## src/rtl/wfg_record_spi_pkg.sv

```systemverilog
// wfg_record_spi_pkg
//   Shared definitions for the SPI record block: register offsets,
//   control/config register layouts and the receive FSM state enum.
package wfg_record_spi_pkg;

   localparam logic [3:0] REG_CTRL   = 4'h0;
   localparam logic [3:0] REG_CFG    = 4'h4;
   localparam logic [3:0] REG_STATUS = 4'h8;

   // CTRL: bit0 en, bit1 cpol, bit2 cpha, bit3 lsb_first
   typedef struct packed {
      logic lsb_first;
      logic cpha;
      logic cpol;
      logic en;
   } ctrl_t;

   // CFG: word length minus one (1..32 bit words)
   typedef struct packed {
      logic [4:0] wlen_m1;
   } cfg_t;

   typedef enum logic {
      ST_IDLE  = 1'b0,
      ST_SHIFT = 1'b1
   } state_t;

endpackage

```

## src/rtl/wfg_record_spi_wishbone_reg.sv

```systemverilog
// wfg_record_spi_wishbone_reg
//   Wishbone classic slave holding the CTRL/CFG registers and presenting
//   STATUS. One-cycle ack, never back-to-back; writes land with the ack.
// Ports:
//   wb_clk_i, wb_rst_ni   clock, async active-low reset
//   stb/cyc/we/adr/dat_i  Wishbone request (adr is the decoded nibble)
//   ack/dat_o             Wishbone response (dat_o is zero outside a read ack)
//   ovf, fifo_level       live status from the receive path
//   ctrl, cfg             register contents
//   ovf_clr               one-cycle pulse on write-1 to STATUS[0]
module wfg_record_spi_wishbone_reg
   import wfg_record_spi_pkg::*;
#(
   parameter int BUSW = 32
) (
   input  logic            wb_clk_i,
   input  logic            wb_rst_ni,
   input  logic            stb,
   input  logic            cyc,
   input  logic            we,
   input  logic [3:0]      adr,
   input  logic [BUSW-1:0] dat_i,
   output logic            ack,
   output logic [BUSW-1:0] dat_o,
   input  logic            ovf,
   input  logic [4:0]      fifo_level,
   output ctrl_t           ctrl,
   output cfg_t            cfg,
   output logic            ovf_clr
);

   logic acc;
   logic unused_dat;

   // the ack-low term is what forbids back-to-back acks
   assign acc        = stb & cyc & ~ack;
   assign unused_dat = &{1'b0, dat_i[BUSW-1:5]};

   always_ff @(posedge wb_clk_i or negedge wb_rst_ni) begin
      if (!wb_rst_ni) begin
         ack     <= 1'b0;
         dat_o   <= '0;
         ctrl    <= '0;
         cfg     <= '0;
         ovf_clr <= 1'b0;
      end else begin
         ack     <= acc;
         ovf_clr <= 1'b0;
         dat_o   <= '0;
         if (acc && we) begin
            case (adr)
               REG_CTRL:   ctrl    <= ctrl_t'(dat_i[3:0]);
               REG_CFG:    cfg     <= cfg_t'(dat_i[4:0]);
               REG_STATUS: ovf_clr <= dat_i[0];
               default:    ;
            endcase
         end else if (acc) begin
            case (adr)
               REG_CTRL:   dat_o <= {{(BUSW-4){1'b0}}, ctrl};
               REG_CFG:    dat_o <= {{(BUSW-5){1'b0}}, cfg};
               REG_STATUS: dat_o <= {{(BUSW-9){1'b0}}, fifo_level, 3'b000, ovf};
               default:    dat_o <= '0;
            endcase
         end
      end
   end

endmodule

```

## src/rtl/wfg_record_spi_top.sv

```systemverilog
// wfg_record_spi_top
//   SPI receiver (slave side, sampling only) feeding an AXI-Stream word FIFO,
//   configured over Wishbone. SPI pins are asynchronous and are brought in
//   through 2-flop synchronizers; sclk must be at most wb_clk_i/4.
// Ports:
//   wb_clk_i, wb_rst_ni             clock, async active-low reset
//   wbs_*                           Wishbone classic slave
//   wfg_record_spi_{sclk,cs_n,sdi}  asynchronous SPI inputs
//   wfg_axis_tready_i/tvalid_o/tdata_o  received word stream (right-aligned)
module wfg_record_spi_top
   import wfg_record_spi_pkg::*;
#(
   parameter int BUSW       = 32,
   parameter int FIFO_DEPTH = 4
) (
   input  logic            wb_clk_i,
   input  logic            wb_rst_ni,
   input  logic            wbs_stb_i,
   input  logic            wbs_cyc_i,
   input  logic            wbs_we_i,
   input  logic [3:0]      wbs_sel_i,
   input  logic [BUSW-1:0] wbs_adr_i,
   input  logic [BUSW-1:0] wbs_dat_i,
   output logic            wbs_ack_o,
   output logic [BUSW-1:0] wbs_dat_o,
   input  logic            wfg_record_spi_sclk_i,
   input  logic            wfg_record_spi_cs_ni,
   input  logic            wfg_record_spi_sdi_i,
   input  logic            wfg_axis_tready_i,
   output logic            wfg_axis_tvalid_o,
   output logic [31:0]     wfg_axis_tdata_o
);

   localparam int AW = $clog2(FIFO_DEPTH);

   ctrl_t  ctrl, sh_ctrl;
   cfg_t   cfg, sh_cfg;
   logic   ovf, ovf_clr;
   logic   unused_bits;

   logic [1:0] sclk_sync, cs_sync, sdi_sync;
   logic       sclk_d, cs_d;
   logic       sclk_rise, sclk_fall, cs_fall, cs_rise, sample_edge;

   state_t      state, state_nxt;
   logic        start, shift_en;
   logic [4:0]  cnt;
   logic [31:0] sreg, shifted, word_q;
   logic        push_q;

   logic [FIFO_DEPTH-1:0][31:0] mem;
   logic [AW:0] wr_ptr, rd_ptr, level;
   logic        empty, full, pop, push_ok;

   assign unused_bits = &{1'b0, wbs_sel_i, wbs_adr_i[BUSW-1:4]};

   wfg_record_spi_wishbone_reg #(.BUSW(BUSW)) u_reg (
      .wb_clk_i   (wb_clk_i),
      .wb_rst_ni  (wb_rst_ni),
      .stb        (wbs_stb_i),
      .cyc        (wbs_cyc_i),
      .we         (wbs_we_i),
      .adr        (wbs_adr_i[3:0]),
      .dat_i      (wbs_dat_i),
      .ack        (wbs_ack_o),
      .dat_o      (wbs_dat_o),
      .ovf        (ovf),
      .fifo_level (5'(level)),
      .ctrl       (ctrl),
      .cfg        (cfg),
      .ovf_clr    (ovf_clr)
   );

   // synchronizers; the extra *_d flop gives edge detection on the
   // synchronized value, so sdi_sync[1] is aligned with the edge pulse
   always_ff @(posedge wb_clk_i or negedge wb_rst_ni) begin
      if (!wb_rst_ni) begin
         sclk_sync <= 2'b00;
         cs_sync   <= 2'b11;
         sdi_sync  <= 2'b00;
         sclk_d    <= 1'b0;
         cs_d      <= 1'b1;
      end else begin
         sclk_sync <= {sclk_sync[0], wfg_record_spi_sclk_i};
         cs_sync   <= {cs_sync[0], wfg_record_spi_cs_ni};
         sdi_sync  <= {sdi_sync[0], wfg_record_spi_sdi_i};
         sclk_d    <= sclk_sync[1];
         cs_d      <= cs_sync[1];
      end
   end

   assign sclk_rise = sclk_sync[1] & ~sclk_d;
   assign sclk_fall = ~sclk_sync[1] & sclk_d;
   assign cs_fall   = ~cs_sync[1] & cs_d;
   assign cs_rise   = cs_sync[1] & ~cs_d;
   // modes 0 and 3 sample on rising sclk, modes 1 and 2 on falling
   assign sample_edge = (sh_ctrl.cpol ^ sh_ctrl.cpha) ? sclk_fall : sclk_rise;

   always_ff @(posedge wb_clk_i or negedge wb_rst_ni) begin
      if (!wb_rst_ni) state <= ST_IDLE;
      else            state <= state_nxt;
   end

   always_comb begin
      state_nxt = state;
      start     = 1'b0;
      case (state)
         ST_IDLE: begin
            if (cs_fall && ctrl.en) begin
               state_nxt = ST_SHIFT;
               start     = 1'b1;
            end
         end
         ST_SHIFT: begin
            if (cs_rise || !ctrl.en) state_nxt = ST_IDLE;
         end
         default: state_nxt = ST_IDLE;
      endcase
      // a frame ending this cycle takes no further bits
      shift_en = (state == ST_SHIFT) && (state_nxt == ST_SHIFT) && sample_edge;
   end

   // LSB-first inserts at bit wlen-1 and shifts right so the first bit
   // lands in bit 0; MSB-first shifts left from a cleared register. Both
   // leave the bits above wlen zero.
   always_comb begin
      if (sh_ctrl.lsb_first)
         shifted = (sreg >> 1) | (32'(sdi_sync[1]) << sh_cfg.wlen_m1);
      else
         shifted = {sreg[30:0], sdi_sync[1]};
   end

   always_ff @(posedge wb_clk_i or negedge wb_rst_ni) begin
      if (!wb_rst_ni) begin
         sh_ctrl <= '0;
         sh_cfg  <= '0;
         cnt     <= '0;
         sreg    <= '0;
         word_q  <= '0;
         push_q  <= 1'b0;
      end else begin
         push_q <= 1'b0;
         if (start) begin
            sh_ctrl <= ctrl;
            sh_cfg  <= cfg;
         end
         if (shift_en) begin
            if (cnt == sh_cfg.wlen_m1) begin
               word_q <= shifted;
               push_q <= 1'b1;
               cnt    <= '0;
               sreg   <= '0;
            end else begin
               sreg <= shifted;
               cnt  <= cnt + 5'd1;
            end
         end else if (state_nxt == ST_IDLE) begin
            cnt  <= '0;
            sreg <= '0;
         end
      end
   end

   // word FIFO; pointers carry one extra bit so full and empty differ
   assign level   = wr_ptr - rd_ptr;
   assign empty   = (level == '0);
   assign full    = (level == (AW+1)'(FIFO_DEPTH));
   assign pop     = ~empty & wfg_axis_tready_i;
   assign push_ok = push_q & (~full | pop);

   always_ff @(posedge wb_clk_i or negedge wb_rst_ni) begin
      if (!wb_rst_ni) begin
         mem    <= '0;
         wr_ptr <= '0;
         rd_ptr <= '0;
         ovf    <= 1'b0;
      end else begin
         if (push_ok) begin
            mem[wr_ptr[AW-1:0]] <= word_q;
            wr_ptr              <= wr_ptr + 1'b1;
         end
         if (pop) rd_ptr <= rd_ptr + 1'b1;
         // a new overflow wins over a clear in the same cycle
         if (push_q && full && !pop) ovf <= 1'b1;
         else if (ovf_clr)           ovf <= 1'b0;
      end
   end

   assign wfg_axis_tvalid_o = ~empty;
   assign wfg_axis_tdata_o  = empty ? 32'h0 : mem[rd_ptr[AW-1:0]];

endmodule

```

## config.mk

```make
export PLATFORM = sky130hd
export DESIGN_NAME = wfg_record_spi_top
export DESIGN_NICKNAME = d
export VERILOG_FILES = /design/src/rtl/wfg_record_spi_pkg.sv /design/src/rtl/wfg_record_spi_wishbone_reg.sv /design/src/rtl/wfg_record_spi_top.sv
export SDC_FILE = /design/constraint.sdc
export NUM_CORES = 1
export LEC_CHECK = 0
export BUFFER_PORTS_ARGS = -buffer_cell sky130_fd_sc_hd__buf_2
export CAP_MARGIN = 0
export CORE_ASPECT_RATIO = 1.75
export CORE_MARGIN = 2
export CORE_UTILIZATION = 60
export DETAILED_ROUTE_END_ITERATION = 10
export GPL_ROUTABILITY_DRIVEN = 0
export PLACE_DENSITY = 0.82
export SYNTH_ARGS = -nofsm -noshare
export SYNTH_HDL_FRONTEND = slang
export SYNTH_HIERARCHICAL = 1
export SYNTH_SLANG_ARGS = --single-unit
```

## constraint.sdc

```tcl
create_clock -name wb_clk_i -period 7.27 [get_ports wb_clk_i]
set_clock_uncertainty 0.15 [all_clocks]
set_input_delay 1.454 -clock wb_clk_i [delete_from_list [all_inputs] [get_ports wb_clk_i]]
set_output_delay 1.454 -clock wb_clk_i [all_outputs]
set_load 0.1 [all_outputs]
```

### Word level (Yosys, flattened, before mapping)

Index checks and enable logic that the tools add are counted.

* word-level logic and storage cells: 104
* bits of input ports: 77
* bits in registers: 265
* output and inout bits: 66

* reduce and logical (&&, ||, !) cells: 16
* mux-type cells: 27
* shift operators: 1
* bitwise gates (word level): 19
* $add $sub $neg: 4
* equal/unequal tests: 5
* order comparisons: 3

Operator list (number)
* 32-bit 2-to-1 mux: 9
* 128-bit bitwise mux: 1
* 32-bit binary-select mux with 2-bit select: 1
* 32-bit demux with 2-bit select: 1
* 31-bit by 32-bit OR with 32-bit output: 1
* 1-bit by 5-bit << shifter with 32-bit output: 1
* 7-bit one-hot mux with 3 select lines: 1
* 5-bit 2-to-1 mux: 3
* 1-bit 2-to-1 mux: 10
* 1-bit bitwise AND: 8
* 1-bit NOT: 8
* 1-bit logical AND: 7
* 3-bit by 1-bit adder with 3-bit output (second input constant): 2
* 2-bit by 3-bit < comparator with 1-bit output (second input constant): 2
* 2-bit AND reduction: 3
* 5-bit by 1-bit adder with 5-bit output (second input constant): 1
* 5-bit == test: 1
* 4-bit by 3-bit == test with 1-bit output (second input constant): 1
* 4-bit == test (second input constant): 1
* 4-bit zero test: 1
* 3-bit == test (second input constant): 1
* 3-bit zero test: 1
* 3-bit subtractor: 1
* 2-bit by 1-bit >= comparator with 1-bit output (second input constant): 1
* other kinds (7): 8

### Depth between registers and ports, before layout

* depth in word-level cells: 8
* depth in mapped cells: 10

### By module

The synthesis kept the hierarchy.

Modules (own cells, without submodules)
* wfg_record_spi_top: area an instance 10578.9 sq um, times used 1, seq. area each 5559.1 sq um, cells each 739
* wfg_record_spi_wishbone_reg: area an instance 1001.0 sq um, times used 1, seq. area each 500.5 sq um, cells each 80

### Worst setup path after synthesis

OpenSTA, ideal clock, no wires.

* path type: register -> output
* start: reg wr_ptr[0]
* end: out wfg_axis_tdata_o[22]
* arrival: 3.378 ns
* slack: 2.288 ns
* stages on the path, launching flop included: 9
* path buffers: 1
* path through: dfrtp_1 > inv_1 > ha_1 > fa_1 > xor2_1 > xnor2_1 > nand3_1 > clkbuf_1 > and2_1

* longest elaborated chain between the ends: 3

RTL lines
* start, declared: RTL line wfg_record_spi_top.sv:52 `logic [AW:0] wr_ptr, rd_ptr, level;`
* start signal, assigned: RTL line wfg_record_spi_top.sv:180 `wr_ptr <= wr_ptr + 1'b1;`
* 3-bit subtractor: RTL line wfg_record_spi_top.sv:165 `assign level = wr_ptr - rd_ptr;`
* 3-bit zero test: RTL line wfg_record_spi_top.sv:166 `assign empty = (level == '0);`
* 32-bit 2-to-1 mux: RTL line wfg_record_spi_top.sv:190 `assign wfg_axis_tdata_o = empty ? 32'h0 : mem[rd_ptr[AW-1:0]];`
* end, declared: RTL line wfg_record_spi_top.sv:31 `output logic [31:0] wfg_axis_tdata_o`

No other way between the ends.

### Final worst setup path

* start: reg rd_ptr[1]
* end: out wfg_axis_tdata_o[16]

* longest elaborated chain between the ends: 3

RTL lines
* start, declared: RTL line wfg_record_spi_top.sv:52
* start signal, assigned: RTL line wfg_record_spi_top.sv:182 `if (pop) rd_ptr <= rd_ptr + 1'b1;`
* 3-bit subtractor / 32-bit binary-select mux with 2-bit select (equally long branches): RTL line wfg_record_spi_top.sv:165, wfg_record_spi_top.sv:190
* 3-bit zero test / 32-bit 2-to-1 mux (equally long branches): RTL line wfg_record_spi_top.sv:166, wfg_record_spi_top.sv:190
* 32-bit 2-to-1 mux (*): RTL line wfg_record_spi_top.sv:190

Every way passes the cells marked *; elsewhere a longest branch is shown, timed or not. The select of a mux whose other input is x is not followed.

==> results.md <==
- Status: finished clean
- Global-route wire length before repair: 36.3 mm
- FF-to-FF path depth: 8
- Hold Crit Depth: 0
- Vias per cell: 5.83
- Final hold vios: 0
- Fmax achieved: 190 MHz
- Tmin final: 5.27 ns
- Wl on met1: 9.04 mm
- Hold Crit Endpoint: cs_sync[1]
- Antenna-violating nets left: 0
- Mapped Cells: 819
- Tightest Hold Check Type: flip-flop to flip-flop
- Fin area: 0.0126 sq mm
- Slew margin rel.: 39.9%
- Post-Route WL: 21.6 mm
- Latest clock arrival within the worst-skew pair: 0.52 ns
- Num CTS Buffers: 22
- Post-synth EDFFs: 0
- # DRC: 0
- Mapped Area: 0.0116 sq mm
- Number of port buffers: 60
- Area delta synth->final: 8.48%
- CP Launch Type: flip-flop
- CTS tree: yes
- Vias in the first global route: 6890
- Post-DR wirelength/cell: 19.3 um
- Maxcap violations: 0
- Register area share after synthesis: 52.3%
- Number of synthesized register bits: 242
- Initial DRC count: 311
- Worst-path cell chain: buf_4, fa_1, xor2_1, xnor2_1, nand3_1, buf_4, and2_1, buf_2
- CP endpoint kind: output pin
- Via count: 6541
- Actual slew at the worst max-slew pin: 0.898 ns
- Leakage: 6.02 nW
- Die area: 0.0205 sq mm
- Core Box Area: 0.0190 sq mm
- Family with the most delay on the worst path: buffers and inverters
- Post-CTS Hold Buffers: 0
- Clk sinks: 242
- Antenna violations before repair: 0
- Asr flop ratio synth: 100%
- Share of cells above drive strength 1: 36.4%
- CP max FO: 35
- Met3 routed WL: 697 um
- Yosys Warn Count: 6
- Gr usage total: 22.3%
- # IOs: 143
- Die W: 109 um
- Mean area per synthesized cell: 14.1 sq um
- R2R Setup Slk: 3.83 ns
- Most used cell, CP: buf_4
- Post-Place Setup Slack: 2.56 ns
- # H-tree levels: 1
- Core Rows: 67
- Post-DP HPWL: 13.7 mm
- Worst Path Required: 5.67 ns
- Slowest CP cell: nand3_1
- Cts repair resizes: 0
- CP Class: flip-flop to output pin
- Reg clk slew, reported paths: 0.06 ns
- DIE HEIGHT: 188 um
- DP Area: 0.0118 sq mm
- Hold path start: cs_sync[0]
- Power per Cell Area: 246 mW/mm^2
- Worst Path Buf+Inv: 3
- Metal2 WL: 11.4 mm
- Setup TNS: 0 ns
- CTS Root Cell: clkbuf_16
- Initial Util: 60.9%
- Arr. time, crit path: 3.66 ns
- Final Max Slew Viols: 0
- Hold Slack: 0.206 ns
- Synth cell types: 53
- Final setup fails: 0
- Max VDD drop: 0.263 mV
- Setup WS post-layout: 2.00 ns
- Most used DFF post-synth: dfrtp_1
- DR top layer: met4
- Diodes inserted: 0
- Grt ovf: 0
- Tcrit/Tclk final: 72.4%
- RSZ-0062 raised after global routing: no
- R2R Path End: mem[95]
- Nets@finish: 950
- Post-CTS Setup Bufs: 0
- CP peak stage delay: 0.70 ns
- Drt first pass iters: 5
- R2R Path Start: rd_ptr[1]
- Largest net degree at the start of global routing: 146
- Max Root-Sink Buffers: 3
## worst register-to-register path, stage by stage (launching register included)
cell and delay [ns]:
dfrtp_1 0.36, buf_4 0.31, fa_1 0.47, xor2_1 0.16, xnor2_1 0.24, or4_4 0.21
and3_2 0.58, buf_4 0.47, mux2_2 0.39
## cell type report
cell class | instances | area, sq um
well taps | 241 | 302
flip-flops and latches | 242 | 6060
repair buffers | 73 | 420
inverters | 13 | 48.8
clock inverters | 7 | 91.3
clock buffers | 33 | 673
multi-input cells | 513 | 4970
fillers | 1312 | 6470
## power by group
part	internal [mW]	switching, mW	leakage, nW	total, mW
Sequential	1.37	0.0259	3.34	1.40
Clock	0.713	0.493	0.376	1.21
Combinational	0.152	0.337	2.31	0.489
Total	2.24	0.856	6.02	3.09
## cell families (layout without fill, tap and decap cells)
| logic type | after synthesis | after routing | synth area share [%] |
|---|---|---|---|
| AO/OA/AOI/OAI | 111 | 111 | 5.77 |
| XOR/XNOR | 13 | 13 | 0.983 |
| adder cells (fa/ha/maj) | 8 | 8 | 0.929 |
| buffers and inverters | 87 | 126 | 5.62 |
| flip-flops | 242 | 242 | 52.3 |
| multiplexers | 215 | 215 | 27.7 |
| other | 2 | 25 | 0.0649 |
| AND/OR/NAND/NOR | 141 | 141 | 6.65 |
## per-layer routing
metal,GRT usage [%],vias up
met4,6.41,0
met5,0,-
li1,-,2953
met1,30.1,3385
met2,38.4,171
met3,1.81,32
## cells in the final DEF, fill, tap and decap left out, drive strengths merged, types with 4 or more instances in the layout
master    n
dfrtp   239
mux2    163
buf      73
o21ai    62
nand2    55
and2     36
clkbuf   33
mux4     32
conb     25
mux2i    20
a22o     17
a21oi    14
inv      14
nor2      9
xor2      8
ha        7
nand3     7
xnor2     5
nor2b     5
nor3      5
a21o      5
and3      5
a31oi     4
## synthesized netlist by cell type (all sizes together), types with 2 or more instances
library cell / count / share of area, %
a211oi: 2 / 0.17
a21o: 5 / 0.32
a21oi: 14 / 0.61
a22o: 17 / 1.3
a31oi: 4 / 0.22
and2: 36 / 1.9
and2b: 2 / 0.13
and3: 5 / 0.27
and4b: 2 / 0.17
buf: 46 / 4.3
clkbuf: 28 / 0.91
conb: 2 / 0.065
dfrtp: 239 / 52
dfstp: 3 / 0.68
ha: 7 / 0.76
inv: 13 / 0.42
mux2: 163 / 20
mux2i: 20 / 1.7
mux4: 32 / 6.2
nand2: 55 / 1.8
nand2b: 3 / 0.16
nand3: 7 / 0.35
nor2: 9 / 0.29
nor2b: 5 / 0.27
nor3: 5 / 0.22
nor4bb: 2 / 0.17
o21ai: 62 / 2.7
o22ai: 2 / 0.11
or4: 2 / 0.19
xnor2: 5 / 0.38
xor2: 8 / 0.61
## state kept, by name, summed over array words and instances, names as in the netlist, 4 cells and up
name         count
mem            128
sh_cfg           5
cnt              5
word_q          32
u_reg/dat_o      9
u_reg/cfg        5
sreg            32
u_reg/ctrl       4
## worst max-delay path by stage
stage	start	end	slack [ns]	cells after the start
6_report	rd_ptr[1]	wfg_axis_tdata_o[16]	2.00	8
4_1_cts	rd_ptr[1]	wfg_axis_tdata_o[16]	2.02	8
3_3_place_gp	rd_ptr[1]	wfg_axis_tdata_o[0]	2.58	8
5_1_grt	rd_ptr[1]	wfg_axis_tdata_o[2]	1.84	8
2_1_floorplan	wr_ptr[0]	wfg_axis_tdata_o[22]	2.29	8
3_5_place_dp	rd_ptr[1]	wfg_axis_tdata_o[16]	2.56	8
## through the flow
stage	power [mW]	std cells	util, %
floorplan	1.79	842	-
global placement	1.91	1082	62.0
detailed placement	1.92	1082	62.0
CTS	3.13	1122	66.0
global route	3.21	1122	66.0
finish	3.09	1122	66.0
No activity file was read; power rests on OpenSTA's default activity.
